`src/rtl/constants_pkg.sv`:
```
// Shared constants for the ALU blocks.
//   aluSel_e : 2-bit operation select (ADD=0, SUB=1, AND=2, OR=3).
package constants_pkg;

   typedef enum logic [1:0] {
      AluAdd = 2'd0,
      AluSub = 2'd1,
      AluAnd = 2'd2,
      AluOr  = 2'd3
   } aluSel_e;

endpackage

```
`src/rtl/alu.sv`:
```
// Purely combinational ALU, results modulo 2^DWIDTH.
//   sel_i          : operation select (aluSel_e)
//   op1_i, op2_i   : operands
//   res_o          : result
//   zero_o / neg_o : result == 0 / result MSB
module alu
   import constants_pkg::*;
#(
   parameter int unsigned DWIDTH = 8
) (
   input  aluSel_e           sel_i,
   input  logic [DWIDTH-1:0] op1_i,
   input  logic [DWIDTH-1:0] op2_i,
   output logic [DWIDTH-1:0] res_o,
   output logic              zero_o,
   output logic              neg_o
);

   always_comb begin
      res_o = '0;
      unique case (sel_i)
         AluAdd:  res_o = op1_i + op2_i;
         AluSub:  res_o = op1_i - op2_i;
         AluAnd:  res_o = op1_i & op2_i;
         AluOr:   res_o = op1_i | op2_i;
         default: res_o = '0;
      endcase
      zero_o = (res_o == '0);
      neg_o  = res_o[DWIDTH-1];
   end

endmodule

```
`src/rtl/alu_issue.sv`:
```
// Command queue in front of an ALU with a registered, handshaked result.
//   clk, rst                : clock, synchronous active-high reset
//   cmd_valid_i/cmd_ready_o : command handshake; cmd_sel_i, cmd_op1_i, cmd_op2_i payload
//   res_valid_o/res_ready_i : result handshake; res_o, zero_o, neg_o registered result
//   count_o                 : queue occupancy, result register not included
module alu_issue
   import constants_pkg::*;
#(
   parameter int unsigned DWIDTH = 8,
   parameter int unsigned DEPTH  = 4
) (
   input  logic                     clk,
   input  logic                     rst,
   input  logic                     cmd_valid_i,
   output logic                     cmd_ready_o,
   input  aluSel_e                  cmd_sel_i,
   input  logic [DWIDTH-1:0]        cmd_op1_i,
   input  logic [DWIDTH-1:0]        cmd_op2_i,
   output logic                     res_valid_o,
   input  logic                     res_ready_i,
   output logic [DWIDTH-1:0]        res_o,
   output logic                     zero_o,
   output logic                     neg_o,
   output logic [$clog2(DEPTH):0]   count_o
);

   localparam int unsigned PtrW = $clog2(DEPTH);
   localparam int unsigned CntW = PtrW + 1;

   aluSel_e             sel_mem_q [DEPTH];
   logic [DWIDTH-1:0]   op1_mem_q [DEPTH];
   logic [DWIDTH-1:0]   op2_mem_q [DEPTH];

   logic [PtrW-1:0]     wr_ptr_q, wr_ptr_d;
   logic [PtrW-1:0]     rd_ptr_q, rd_ptr_d;
   logic [CntW-1:0]     count_q, count_d;
   logic                res_valid_q, res_valid_d;
   logic [DWIDTH-1:0]   res_q, res_d;
   logic                zero_q, zero_d;
   logic                neg_q, neg_d;

   logic                push, pop;
   logic [DWIDTH-1:0]   alu_res;
   logic                alu_zero, alu_neg;

   // The ALU only ever sees the queue head; there is no bypass from the command port.
   alu #(
      .DWIDTH (DWIDTH)
   ) u_alu (
      .sel_i  (sel_mem_q[rd_ptr_q]),
      .op1_i  (op1_mem_q[rd_ptr_q]),
      .op2_i  (op2_mem_q[rd_ptr_q]),
      .res_o  (alu_res),
      .zero_o (alu_zero),
      .neg_o  (alu_neg)
   );

   assign cmd_ready_o = (count_q < CntW'(DEPTH));
   assign push        = cmd_valid_i && cmd_ready_o;
   assign pop         = (count_q != '0) && (!res_valid_q || res_ready_i);

   always_comb begin
      wr_ptr_d    = wr_ptr_q;
      rd_ptr_d    = rd_ptr_q;
      count_d     = count_q;
      res_valid_d = res_valid_q;
      res_d       = res_q;
      zero_d      = zero_q;
      neg_d       = neg_q;

      // Pointers wrap naturally since DEPTH is a power of two.
      if (push) wr_ptr_d = wr_ptr_q + PtrW'(1);
      if (pop)  rd_ptr_d = rd_ptr_q + PtrW'(1);

      if (push && !pop)      count_d = count_q + CntW'(1);
      else if (pop && !push) count_d = count_q - CntW'(1);

      if (pop) begin
         res_valid_d = 1'b1;
         res_d       = alu_res;
         zero_d      = alu_zero;
         neg_d       = alu_neg;
      end else if (res_valid_q && res_ready_i) begin
         res_valid_d = 1'b0;
      end
   end

   always_ff @(posedge clk) begin
      if (rst) begin
         wr_ptr_q    <= '0;
         rd_ptr_q    <= '0;
         count_q     <= '0;
         res_valid_q <= 1'b0;
         res_q       <= '0;
         zero_q      <= 1'b1;
         neg_q       <= 1'b0;
      end else begin
         wr_ptr_q    <= wr_ptr_d;
         rd_ptr_q    <= rd_ptr_d;
         count_q     <= count_d;
         res_valid_q <= res_valid_d;
         res_q       <= res_d;
         zero_q      <= zero_d;
         neg_q       <= neg_d;
      end
   end

   // Storage needs no reset: entries are only read once the pointers say they are valid.
   always_ff @(posedge clk) begin
      if (!rst && push) begin
         sel_mem_q[wr_ptr_q] <= cmd_sel_i;
         op1_mem_q[wr_ptr_q] <= cmd_op1_i;
         op2_mem_q[wr_ptr_q] <= cmd_op2_i;
      end
   end

   assign res_valid_o = res_valid_q;
   assign res_o       = res_q;
   assign zero_o      = zero_q;
   assign neg_o       = neg_q;
   assign count_o     = count_q;

endmodule

```
`config.mk`:
```
export PLATFORM = sky130hd
export DESIGN_NAME = alu_issue
export DESIGN_NICKNAME = d
export VERILOG_FILES = /design/src/rtl/constants_pkg.sv /design/src/rtl/alu.sv /design/src/rtl/alu_issue.sv
export SDC_FILE = /design/constraint.sdc
export NUM_CORES = 1
export LEC_CHECK = 0
export CAP_MARGIN = 20
export CORE_MARGIN = 2
export CORE_UTILIZATION = 54
export DETAILED_ROUTE_END_ITERATION = 7
export GPL_TIMING_DRIVEN = 0
export PLACE_DENSITY_LB_ADDON = 0.05
export SETUP_SLACK_MARGIN = 0.02
export SYNTH_ARGS = -nofsm -noshare
export SYNTH_HDL_FRONTEND = slang
export SYNTH_HIERARCHICAL = 1
export SYNTH_SLANG_ARGS = --single-unit
```
`constraint.sdc`:
```
create_clock -name clk -period 5.8 [get_ports clk]
set_clock_uncertainty 0.1 [all_clocks]
set_input_delay 0.58 -clock clk [delete_from_list [all_inputs] [get_ports clk]]
set_output_delay 0.58 -clock clk [all_outputs]
set_load 0.1 [all_outputs]
```
==> out/results.ini <==
[global_routing]
grt_overflow=0
grt_max_degree=19
grt_pass1_vias=2451
gr-usage-all-layers_pct=18.55
grt_first_pass_wirelength_um=12080
antenna_found_initial=0

[clocking]
cts.sinks=92
cts_resized=0
insertion_delay_ns=0.35
clk_pin_slew_ns=0.09
clockBufferDepth=2
cts_root_buf=clkbuf_8
ctsHtreeMaxLevel=3
cts-buffers-inserted=9
post_cts_buffers=0
cts_tree=built
holdBufCountCts=0

[synthesis]
synth_fp_nets=327
synth_cells=288
yosys-top-cells-count=edfxtp_1 (72), dfxtp_1 (20), inv_1 (16)
seq_area_frac_synth_pct=59.71
synth.distinct_cells=47
postSynth.asyncResetShare_pct=0
synth-edff-count=72
synth_top_cell_area_share_pct=50.38
synth_area_um2=4292
synth.most_common_cell=edfxtp_1
syn_area_per_cell_um2=14.90
ys_warn_count=6
synth_seq_cells=92
ys.flop_type=edfxtp_1
synthTopCellsByArea=edfxtp_1 (50%), dfxtp_1 (9.3%), mux4_2 (5.2%)
synth_top_area_cell=edfxtp_1

[drt]
drtAntennaViolNets=0
wirelength_um=7157
detail_route.wl_per_cell_um=16.23
vias_per_cell=5.401
drc=0
first_pass_iters=4
routed-via-count=2382
first_iter_violations=87

[cells_and_area]
antenna_cells=0
fillerInstances=586
finalCoreUtilization_pct=64.70
drive_above_1_share_pct=14.75
layout.cells.non_filler=441
fin_nets=374
multi_input_area_um2=1539
regArea_um2=2562
design_area_um2=5000
areaGrowthSynthToFinish_pct=16.50

[worst_hold_path]
min_delay_path_depth=2
hold_end=res_o[1]
holdCritStartpoint=res_o[1]
hp-class=register to register

[setup_path]
cp_data_required_time_ns=5.98
max_stage_delay_ns=0.61
cp_cell_sequence=buf_6 -> mux4_1 -> clkbuf_16 -> nor2b_1 -> clkbuf_1 -> mux2_2 -> fa_1 -> nor2b_1 -> o21a_2 -> o21a_1 -> o31ai_2 -> or4_1 -> or3_1 -> nor3_2 -> nor2_1 -> mux2i_1
r2r_slack_ns=1.43
critPathSlowestCell=mux4_1
cp-start-kind=register
r2r_end=zero_o
crit_type=register to register
cp_max_fo=9
reg2reg_depth=16
crit_top_cell=nor2b_1
endpoint_kind=register
arrival_ns=4.55

[pwr]
power.density_cell_area_nw_per_um2=537.7
power_w=0.002689
ir_drop_mv=0.1894
cellLeakagePower_nw=1.765

[floorplan]
pin_count=37
core_area_um2=7727
floorplan.die.height_um=93.15
die-area_um2=8677
die_w_um=93.15
start_util_pct=55.54
rows=32

[placement]
place.gp.congestion=0.7675
place_area_um2=4780
dpl.cell_count=426
io_buffers=36
place_hpwl_um=4909

[timing]
period_minus_slack_ns=4.371
tightest_slew_ns=1.051
finalCritPeriodShare_pct=75.37
grt_setup_unrepaired=no
max_freq_mhz=228.8
hold_viol=0
tns_ns=0
setup_viol=0
max_slew_margin_pct=29.91
finalMaxSlewViolations=0

[status]
run_status=completed

[job]
cap_violations=0

critical path: cells and delay by family, from the launching register on:
| family | cells | cell delay, ns |
|---|---|---|
| multiplexers | 3 | 1.13 |
| flip-flops | 1 | 0.35 |
| buffers and inverters | 3 | 0.61 |
| AO/OA/AOI/OAI | 3 | 0.38 |
| adder cells (fa/ha/maj) | 1 | 0.45 |
| AND/OR/NAND/NOR | 6 | 1.27 |
cells in the final DEF (no fill, tap or decap), drive strengths merged, types with 9 or more instances in the layout:
cell type and count:
edfxtp 72, clkdlybuf4s50 36, dfxtp 20, inv 18
mux4 18, o21ai 16, nor2 15, ha 15
a21oi 14, clkbuf 12, buf 12, nand3b 9
cells by family after synthesis:
group                    count (synthesis)  share of synthesized area, %
AO/OA/AOI/OAI                           44                         6.093
XOR/XNOR                                13                         2.653
adder cells (fa/ha/maj)                 23                         6.764
buffers and inverters                   31                         4.431
flip-flops                              92                         59.71
multiplexers                            27                         12.45
AND/OR/NAND/NOR                         58                         7.901
per-layer routing:
metal	share of wire (%)	vias to the layer above	GRT usage [%]
met5	0	-	0
met4	1.6	0	7.353
met3	3.1	10	3.707
met2	47	46	29.23
met1	48	1151	25.64
li1	-	1175	-
flip-flops by register name, indices dropped and copies added, names as in the netlist, named ones only:
signal / flops
count_o: 3
neg_o: 1
op1_mem_q: 32
op2_mem_q: 32
rd_ptr_q: 2
res_o: 8
res_valid_o: 1
sel_mem_q: 8
wr_ptr_q: 2
zero_o: 1
cell type report:
type | count | share of cell area, %
clock buffers | 9 | 2.477
well taps | 102 | 2.553
flip-flops and latches | 92 | 51.25
plain buffers | 15 | 2.603
inverters | 16 | 1.201
repair buffers | 36 | 7.207
clock inverters | 6 | 1.927
multi-input cells | 165 | 30.78
stage by stage:
step                      setup WS [ns]  hold WS [ns]
after global placement            1.496        0.3617
after global routing              1.137        0.4128
final                             1.429        0.3787
after detailed placement          1.506        0.3694
after CTS                         1.417        0.3811
after floorplan                   1.799        0.4136
report_power, final:
part           total [W]  internal, W  switching [W]
clock           0.000469     0.000246       0.000224
combinational    0.00140     0.000592       0.000810
sequential      0.000817     0.000783      0.0000348
total            0.00269      0.00162        0.00107
worst max-delay path by stage:
| stage | from | end | slack [ns] | cells after the start |
|---|---|---|---|---|
| 2_1_floorplan | register | zero_o | 1.80 | 16 |
| 3_3_place_gp | register | zero_o | 1.50 | 16 |
| 3_5_place_dp | register | zero_o | 1.51 | 16 |
| 4_1_cts | register | zero_o | 1.42 | 16 |
| 5_1_grt | register | zero_o | 1.14 | 17 |
| 6_report | register | zero_o | 1.43 | 16 |
Note: power is estimated with default switching activity, not from simulation.
